--- src/rtl/fnd_scan_driver.sv ---
// 4-digit common-anode 7-segment scan driver with a sequential double-dabble BCD converter.
// Optional leading-zero blanking above DP_DIGIT when FND_LEADING_ZERO_BLANK_EN is defined.
module fnd_scan_driver #(
  parameter int SCAN_DIV = 100_000,
  parameter int DP_DIGIT = 2
) (
  input  logic        clk,
  input  logic        reset,
  input  logic [13:0] seg_data,
  input  logic        dp,
  output logic [3:0]  an,
  output logic [6:0]  seg,
  output logic        seg_dp,
  output logic        conv_busy
);

  localparam int          CNT_W  = (SCAN_DIV > 1) ? $clog2(SCAN_DIV) : 1;
  localparam logic [1:0]  DP_IDX = DP_DIGIT[1:0];
  localparam logic [13:0] MAX_VAL = 14'd9999;

  typedef enum logic [1:0] {
    ST_IDLE  = 2'd0,
    ST_SHIFT = 2'd1,
    ST_LOAD  = 2'd2
  } state_t;

  function automatic logic [6:0] seg_decode(input logic [3:0] d);
    logic [6:0] p;
    case (d)
      4'd0:    p = 7'h40;
      4'd1:    p = 7'h79;
      4'd2:    p = 7'h24;
      4'd3:    p = 7'h30;
      4'd4:    p = 7'h19;
      4'd5:    p = 7'h12;
      4'd6:    p = 7'h02;
      4'd7:    p = 7'h78;
      4'd8:    p = 7'h00;
      4'd9:    p = 7'h10;
      default: p = 7'h7F;
    endcase
    return p;
  endfunction

  // One double-dabble step: add-3 on nibbles >= 5, then shift in the next binary bit.
  function automatic logic [15:0] bcd_step(input logic [15:0] b, input logic in_bit);
    logic [15:0] adj;
    for (int k = 0; k < 4; k++) begin
      if (b[4*k +: 4] >= 4'd5) adj[4*k +: 4] = b[4*k +: 4] + 4'd3;
      else                     adj[4*k +: 4] = b[4*k +: 4];
    end
    return {adj[14:0], in_bit};
  endfunction

  state_t      state_r, state_s;
  logic        busy_r;
  logic [13:0] bin_r;
  logic [15:0] bcd_r;
  logic [3:0]  shcnt_r;
  logic        dp_cap_r;
  logic [15:0] disp_r;
  logic        disp_dp_r;
  logic [CNT_W-1:0] cnt_r;
  logic [1:0]  idx_r;
  logic [3:0]  an_r;
  logic [6:0]  seg_r;
  logic        seg_dp_r;
  logic [3:0]  digit_s;
  logic        blank_s;

  // Converter next-state logic.
  always_comb begin
    state_s = state_r;
    case (state_r)
      ST_IDLE:  state_s = ST_SHIFT;
      ST_SHIFT: begin
        if (shcnt_r == 4'd13) state_s = ST_LOAD;
        else                  state_s = ST_SHIFT;
      end
      ST_LOAD:  state_s = ST_IDLE;
      default:  state_s = ST_IDLE;
    endcase
  end

  // Converter state register and registered busy flag.
  always_ff @(posedge clk or negedge reset) begin
    if (!reset) begin
      state_r <= ST_IDLE;
      busy_r  <= 1'b0;
    end else begin
      state_r <= state_s;
      busy_r  <= (state_s != ST_IDLE);
    end
  end

  // Converter datapath; display registers only change in LOAD so digits never tear.
  always_ff @(posedge clk or negedge reset) begin
    if (!reset) begin
      bin_r     <= 14'd0;
      bcd_r     <= 16'd0;
      shcnt_r   <= 4'd0;
      dp_cap_r  <= 1'b0;
      disp_r    <= 16'd0;
      disp_dp_r <= 1'b0;
    end else begin
      case (state_r)
        ST_IDLE: begin
          bin_r    <= (seg_data > MAX_VAL) ? MAX_VAL : seg_data;
          dp_cap_r <= dp;
          bcd_r    <= 16'd0;
          shcnt_r  <= 4'd0;
        end
        ST_SHIFT: begin
          bcd_r   <= bcd_step(bcd_r, bin_r[13]);
          bin_r   <= {bin_r[12:0], 1'b0};
          shcnt_r <= shcnt_r + 4'd1;
        end
        ST_LOAD: begin
          disp_r    <= bcd_r;
          disp_dp_r <= dp_cap_r;
        end
        default: begin
          bcd_r <= 16'd0;
        end
      endcase
    end
  end

  // Digit select and optional leading-zero blanking for the current scan index.
  always_comb begin
    digit_s = disp_r[{idx_r, 2'b00} +: 4];
    blank_s = 1'b0;
`ifdef FND_LEADING_ZERO_BLANK_EN
    if (idx_r > DP_IDX) begin
      blank_s = 1'b1;
      for (int j = 0; j < 4; j++) begin
        if ((2'(j) >= idx_r) && (disp_r[4*j +: 4] != 4'd0)) blank_s = 1'b0;
        else                                                  blank_s = blank_s;
      end
    end else begin
      blank_s = 1'b0;
    end
`endif
  end

  // Scan counter, digit index and registered display outputs.
  always_ff @(posedge clk or negedge reset) begin
    if (!reset) begin
      cnt_r    <= '0;
      idx_r    <= 2'd0;
      an_r     <= 4'b1111;
      seg_r    <= 7'h7F;
      seg_dp_r <= 1'b1;
    end else begin
      if (cnt_r == CNT_W'(SCAN_DIV - 1)) begin
        cnt_r <= '0;
        idx_r <= idx_r + 2'd1;
      end else begin
        cnt_r <= cnt_r + {{(CNT_W-1){1'b0}}, 1'b1};
      end
      an_r     <= ~(4'b0001 << idx_r);
      seg_r    <= blank_s ? 7'h7F : seg_decode(digit_s);
      seg_dp_r <= ~((idx_r == DP_IDX) && disp_dp_r);
    end
  end

  assign an        = an_r;
  assign seg       = seg_r;
  assign seg_dp    = seg_dp_r;
  assign conv_busy = busy_r;

endmodule
--- config.mk ---
export PLATFORM = sky130hd
export DESIGN_NAME = fnd_scan_driver
export DESIGN_NICKNAME = d
export VERILOG_FILES = /design/src/rtl/fnd_scan_driver.sv
export SDC_FILE = /design/constraint.sdc
export NUM_CORES = 1
export LEC_CHECK = 0
export BUFFER_PORTS_ARGS = -buffer_cell sky130_fd_sc_hd__buf_4
export CELL_PAD_IN_SITES_DETAIL_PLACEMENT = 0
export CELL_PAD_IN_SITES_GLOBAL_PLACEMENT = 1
export CORE_MARGIN = 10
export CORE_UTILIZATION = 40
export DETAILED_ROUTE_END_ITERATION = 16
export PLACE_DENSITY = 0.68
export SLEW_MARGIN = 30
export SYNTH_ARGS = -nofsm -noshare
export SYNTH_HDL_FRONTEND = slang
export SYNTH_SLANG_ARGS = --single-unit
--- constraint.sdc ---
create_clock -name clk -period 2.12 [get_ports clk]
set_input_delay 0.53 -clock clk [delete_from_list [all_inputs] [get_ports clk]]
set_output_delay 0.53 -clock clk [all_outputs]
set_load 0.05 [all_outputs]
== After elaboration in Yosys (flattened, before gate mapping) ==
Memory sizes are Yosys's and may differ from the RTL's. A register that Yosys moved wholly into a read port is not among the register bits.
Index checks and enable logic that the tools add are counted.
Storage, ports and cells
  word-level logic and storage cells: 50
  bits in read-only memories: 112
  bits of input ports: 17
  memories: 1
  bits in registers: 79
Cells by class
  bitwise gates (word level): 2
  $add $sub $neg: 7
  eq/ne operators: 5
  reductions and logical operators: 5
  magnitude comparators: 5
  multiplexer cells: 11
  shift-type cells: 2
Memory list
  (name not given): words 16, bits a word 7, rd ports 1, clocked after Yosys merged registers in 1, wr ports 0, line 29  | case (d)
Operators by type and width (number)
  $pmux 16 s2: 1
  $pmux 14 s2: 1
  $add 17x1->17 const B: 1
  $eq 17x17->1 const B: 1
  $mux 17: 1
  $ge 4x3->1 const B: 4
  $shiftx 16x5->4: 1
  $gt 14x14->1 const B: 1
  $mux 14: 1
  $add 4x2->4 const B: 3
  $mux 4: 3
  $pmux 4 s2: 1
  $add 4x1->4 const B: 1
  $eq 2x2->1 const B: 2
  $eq 4x4->1 const B: 1
  $not 4->4: 1
  $pmux 2 s2: 1
  $reduce_bool 2->1: 2
  $shl 1x2->4 const A: 1
  $add 3x2->3 const B: 1
  $mux 3: 1
  $add 2x1->2 const B: 1
  $eq 2x1->1 const B: 1
  $logic_not 2->1: 1
  other kinds (4): 4

== Depth between registers and ports, before layout ==
Gate-level depths: netlist of run 1.
  word-level depth: 4
  depth in mapped cells: 7

== Worst setup path before layout of run 1 ==
Ideal clock, no wire load.
  path type: register to register
  start point: register idx_r[0]
  end point: register seg_r[0] (netlist: seg[0])
  setup time: 0.078 ns
  data arrival time: 1.684 ns
  period minus slack after synthesis: 1.762 ns
  path buffers: 1
  setup slack: 0.358 ns
  cell stages (with the launch flop): 7
  cell sequence: dfrtp_1 buf_2 mux4_2 ha_1 or2_1 a21oi_2 nor2_1
Between the ends
  longest elaborated chain between the ends: 1
RTL lines
  start, declared: line 64  | logic [1:0] idx_r;
  start signal, assigned: line 157  | idx_r <= idx_r + 2'd1;
  $shiftx 16x5->4: line 131  | digit_s = disp_r[{idx_r, 2'b00} +: 4];
  end, declared: line 66  | logic [6:0] seg_r;
Every way passes these cells.
A chain may end at the register's enable or synchronous reset.

== Worst setup path after layout of run 1 ==
Ends and elaborated chain as after synthesis.

==> out/results.ini, run 1 <==
[synthesis]
synth_cells=409
avgSynthCellArea_um2=10.1
syn_nets=446
async_reset_ff_frac=1.00
synth-edff-count=0
synth_seq_cells=86
syn-cell-area_um2=4140
synth-main-ff-cell=dfrtp_1
synth-seq-area-share=0.524
ys_warn_count=0
synth.distinct_cells=42

[floorplan]
core_area_um2=10200
die_y_um=122
dieArea_um2=14800
die_w_um=122
ios=30
num_rows=37
start_util=0.406

[finish]
nets=476
drive_gt1_frac=0.180
diodes=0
fillers=988
syn2layout_area_growth_pct=14.8

[route]
drtIter0Drc=253
final_antenna_net_count=0
wl_per_cell_um=13.6
vias=2877
drc_errors=0
avgViaCountPerCell=4.96
wl_mm=7.92
dr.pass1.iters=4

[clocking]
cts_tree=built
cts_setup_buffers=0
root_buffer=clkbuf_8
cts_max_path_buffers=2
cts_resized=0
cts_made_buffers=9
postCtsHoldBufs=0
cts.sinks=86
cts_max_level=3
clk_latency_ps=370
clkTransAtPathRegs_ps=90

[power_and_ir_drop]
peakVddDrop_uv=562
p_per_area_nw_per_um2=861
leakage_nw=2.15

[global_routing]
first_global_vias=2865
grt-ovfl-total=0
grt_max_degree=41
grt_antenna_before_repair=0
grt_usage=0.115
grt_pass1_wl_mm=13.9

[sta]
maxSlewHeadroom=0.574
fin_crit_sh=0.871
grt_setup_unrepaired=no
period_minus_slack_ps=1850
tns_ps=0
finalHoldViolations=0
setup_viol_count_final=0
finalWorstSetupSlack_ps=273
worst_pin_slew_ps=640
clock_skew_ps=11.9
maxSlewViolCount=0
fmax_ghz=0.541

[placed_design]
gp_congestion=0.790
dp_hpwl_mm=5.48
pre_cts_slack_ps=255
io_buffers=29

[critical_path]
path_class=reg2reg
critPathArrivalTime_ps=2150
worstRegToRegCells=5
worst_ep_required_time_ps=2420
r2r_slack_ps=270
cp_max_fo=7
start_kind=flop
end_kind=flop

[run]
drv_cap=0

[hold_path]
min-delay-path-class=in2async

[status]
outcome=finished clean

[cells in the mapped netlist, types with 9 or more instances]
master	count	share of area
o21ai_0	23	0.028
ha_1	20	0.060
xnor2_1	14	0.030
nand2b_1	13	0.020
a21oi_1	23	0.028
dfrtp_1	74	0.45
dfstp_2	12	0.076
nor2_1	21	0.019
o31ai_1	10	0.018
clkbuf_1	13	0.012
nor2b_1	9	0.014
nand2_1	80	0.073
inv_1	22	0.020
nand3_1	9	0.011
[critical path: stages, from the launching register on]
cell,delay [ps]
dfrtp_1,540
mux4_2,600
ha_1,200
or2_1,240
a21oi_2,150
nor2_1,60
[cell families after synthesis]
logic type / synth area share
xor+xnor: 0.0423
fa+ha+maj: 0.0605
simple gates: 0.181
compound gates: 0.113
buf+inv: 0.0381
mux: 0.0402
flops: 0.524
[metrics by stage]
stage	total power, mW	hold slack [ps]	utilization	instances	instance area [um^2]
after CTS	4.14	105	0.466	580	4750
after global routing	4.32	126	0.466	580	4750
after global placement	2.79	453	0.443	564	4510
final	4.09	107	0.466	580	4750
after floorplan	2.54	234	-	409	4140
after detailed placement	2.80	453	0.443	564	4510
[worst paths after layout]
path                                            start               endpoint
worst max-delay path             idx_r[0]$_DFFE_PN0N_       seg[0]$_DFF_PN1_
worst min-delay path                            reset  bcd_r[15]$_DFFE_PN0P_
worst max register to register   idx_r[0]$_DFFE_PN0N_       seg[0]$_DFF_PN1_
worst min register to register  disp_dp_r$_DFFE_PN0N_       seg_dp$_DFF_PN1_
max in group asynchronous                       reset  disp_r[6]$_DFFE_PN0N_
min in group clk                                   dp   dp_cap_r$_DFFE_PN0P_
[area by class of cell]
cell class | instances | area, um^2 | share of cell area
flip-flops and latches | 86 | 2170 | 0.457
multi-input cells | 284 | 1810 | 0.382
repair buffers | 36 | 283 | 0.0596
well taps | 136 | 170 | 0.0358
clock buffers | 11 | 151 | 0.0319
inverters | 22 | 82.6 | 0.0174
clock inverters | 5 | 81.3 | 0.0171
[power by group]
part | switching (mW) | internal, mW | leakage [nW]
Clock | 0.604 | 0.728 | 0.116
Sequential | 0.0906 | 1.86 | 1.08
Combinational | 0.512 | 0.290 | 0.951
Total | 1.21 | 2.88 | 2.15
[registers in the layout, summed over array words and instances, names as in the netlist]
name,flops
disp_dp_r,1
disp_r,16
seg_dp,1
cnt_r,17
state_r,2
idx_r,2
seg,7
dp_cap_r,1
bcd_r,16
conv_busy,1
shcnt_r,4
bin_r,14
an,4
[metal layers]
metal / part of all wire / vias to the layer above / routed length (um) / track usage
met5: 0 / - / 0 / 0
met4: 0.023 / 0 / 183 / 0.0648
met3: 0.043 / 12 / 340 / 0.0291
met2: 0.43 / 41 / 3430 / 0.168
met1: 0.50 / 1377 / 3960 / 0.153
li1: - / 1447 / - / -
[cell usage in the layout (no fill, tap or decap), types with 2 or more instances in the layout]
cell type | netlist | final
a211oi_1 | 6 | 6
a21oi_1 | 23 | 23
a22o_1 | 2 | 2
buf_4 | 0 | 35
bufinv_16 | 0 | 2
clkbuf_8 | 0 | 11
dfrtp_1 | 74 | 74
dfstp_2 | 12 | 12
ha_1 | 20 | 20
inv_1 | 22 | 22
mux2_2 | 5 | 5
mux2i_1 | 2 | 2
mux4_2 | 4 | 4
nand2_1 | 80 | 80
nand2b_1 | 13 | 13
nand3_1 | 9 | 9
nand4_1 | 4 | 4
nor2_1 | 21 | 21
nor2b_1 | 9 | 9
nor3_1 | 3 | 3
nor3b_1 | 6 | 6
nor4_1 | 2 | 2
o21ai_0 | 23 | 23
o22a_1 | 5 | 5
o31ai_1 | 10 | 10
or3_1 | 3 | 3
xnor2_1 | 14 | 14
xor2_1 | 6 | 6
No activity file was read; power rests on OpenSTA's default activity.
==> run 2, diff against run 1 <==
Settings changed: RECOVER_POWER from default to 50.
==> out/results.ini, run 2 (synthesized netlist as in run 1, its figures left out) <==
[critical_path]
r2r_slack_ps=270  ; about the same
critPathBufInv=0  ; unchanged
path_cells=mux4_2 > ha_1 > or2_1 > a21oi_2 > nor2_1
cp.depth=5  ; unchanged
start_kind=flop
cp_max_fo=7  ; unchanged
critPathArrivalTime_ps=2150  ; about the same
crit_family=multiplexers
r2r_end=seg[0]$_DFF_PN1_
end_kind=flop
cp_slowest_cell=mux4_2
setup.worst_path.start=idx_r[0]$_DFFE_PN0N_
slowest_delay_ps=600  ; about the same
worst_ep_required_time_ps=2420  ; about the same
r2r_start=idx_r[0]$_DFFE_PN0N_
worstRegToRegCells=5  ; unchanged
path_class=reg2reg
cp-endpoint=seg[0]$_DFF_PN1_

[finish]
final_util=0.465  ; -0.000614
largest_register_ffs=17  ; unchanged
post-route-cell-area_um2=4740  ; -0.13%
top_register=cnt_r
top_regs=cnt_r: 17 flops, bcd_r: 16 flops, disp_r: 16 flops
mostFrequentLayoutCell=nand2_1
nets=476  ; unchanged
diodes=0  ; unchanged
final_cells=580  ; unchanged
mostFrequentLayoutCells=nand2_1, dfrtp_1, buf_4
syn2layout_area_growth_pct=14.6
drive_gt1_frac=0.178  ; -0.00225

[sta]
finalHoldViolations=0  ; unchanged
setup_viol_count_final=0  ; unchanged
period_minus_slack_ps=1850  ; +3.18 ps
fin_crit_sh=0.873  ; +0.00150
grt_setup_unrepaired=no
clock_skew_ps=12.0  ; +0.103 ps
fmax_ghz=0.540  ; -0.17%
maxSlewHeadroom=0.430  ; -0.144
maxSlewViolCount=0  ; unchanged
tns_ps=0  ; unchanged
worst_pin_slew_ps=855  ; +215 ps

[floorplan]
ios=30  ; unchanged
core_area_um2=10200  ; unchanged
die_y_um=122  ; unchanged
dieArea_um2=14800  ; unchanged
die_w_um=122  ; unchanged
num_rows=37  ; unchanged
start_util=0.406  ; unchanged

[route]
drc_errors=0  ; unchanged
wl_per_cell_um=13.6  ; -0.29%
dr.pass1.iters=4  ; unchanged
drtIter0Drc=252  ; -0.40%
avgViaCountPerCell=4.98  ; +0.45%
final_antenna_net_count=0  ; unchanged
wl_mm=7.89  ; -0.29%
vias=2890  ; +0.45%

[clocking]
cts.sinks=86  ; unchanged
cts_resized=0  ; unchanged
clkTransAtPathRegs_ps=90  ; about the same
cts_made_buffers=9  ; unchanged
root_buffer=clkbuf_8
cts_max_level=3  ; unchanged
cts_tree=built
cts_setup_buffers=0  ; unchanged
cts_max_path_buffers=2  ; unchanged
clk_latency_ps=370  ; about the same
postCtsHoldBufs=0  ; unchanged

[global_routing]
met1_usage=0.153  ; unchanged
grt_usage=0.115  ; unchanged
use_met2=0.168  ; unchanged
use_met3=0.0291  ; unchanged
grt_pass1_wl_mm=13.9  ; unchanged
grt_max_degree=41  ; unchanged
first_global_vias=2865  ; unchanged
grt-ovfl-total=0  ; unchanged
grt_antenna_before_repair=0  ; unchanged
top_usage_layer=met2

[placed_design]
dpl_cell_area_um2=4510  ; unchanged
gp_congestion=0.790  ; unchanged
io_buffers=29  ; unchanged
dp_hpwl_mm=5.48  ; unchanged
dp.cells=564  ; unchanged

[run]
drv_cap=0  ; unchanged

[hold_path]
min-delay-path-class=in2async

[power_and_ir_drop]
peakVddDrop_uv=562  ; about the same
leakage_nw=2.14  ; -0.20%
p_per_area_nw_per_um2=861  ; about the same

[status]
outcome=finished clean

-- run 2: worst register-to-register path, cell delays in order (launching register included) --
cell and delay [ps]:
dfrtp_1 540, mux4_2 600, ha_1 200, or2_1 240, a21oi_2 150, nor2_1 60
-- run 2: final cells by class --
| class | instances | area [um^2] |
|---|---|---|
| tap | 136 | 170 |
| sequential | 86 | 2170 |
| clock inverter | 5 | 81.3 |
| fill | 989 | 5440 |
| timing repair buffer | 36 | 277 |
| multi-input combinational | 284 | 1810 |
| clock buffer | 11 | 151 |
| inverter | 22 | 82.6 |
-- run 2: where the power goes --
part	leakage, nW	total, mW	internal (mW)	switching (mW)
Sequential	1.08	1.95	1.86	0.0898
Clock	0.116	1.33	0.728	0.603
Combinational	0.947	0.801	0.289	0.512
-- run 2: worst min-delay path by stage --
stage                               start  cells after the start                    end
global route                        reset                      1    cnt_r[15]$_DFF_PN0_
global placement    disp_dp_r$_DFFE_PN0N_                      1       seg_dp$_DFF_PN1_
detailed placement  disp_dp_r$_DFFE_PN0N_                      1       seg_dp$_DFF_PN1_
finish                              reset                      1  bcd_r[15]$_DFFE_PN0P_
floorplan                           reset                      0   bcd_r[0]$_DFFE_PN0P_
CTS                                 reset                      1    cnt_r[16]$_DFF_PN0_
-- run 2: stage by stage --
stage | power (mW) | setup slack (ps) | hold WS (ps)
after floorplan | 2.54 | 358 | 234
after global placement | 2.79 | 302 | 453
after detailed placement | 2.80 | 255 | 453
after CTS | 4.14 | 247 | 105
after global routing | 4.31 | 128 | 326
final | 4.08 | 270 | 267
-- run 2: metal layers --
layer  part of all wire  vias to the layer above
li1                   -                     1450
met1               0.50                     1376
met2               0.43                       52
met3              0.048                       12
met4              0.023                        0
met5                  0                        -
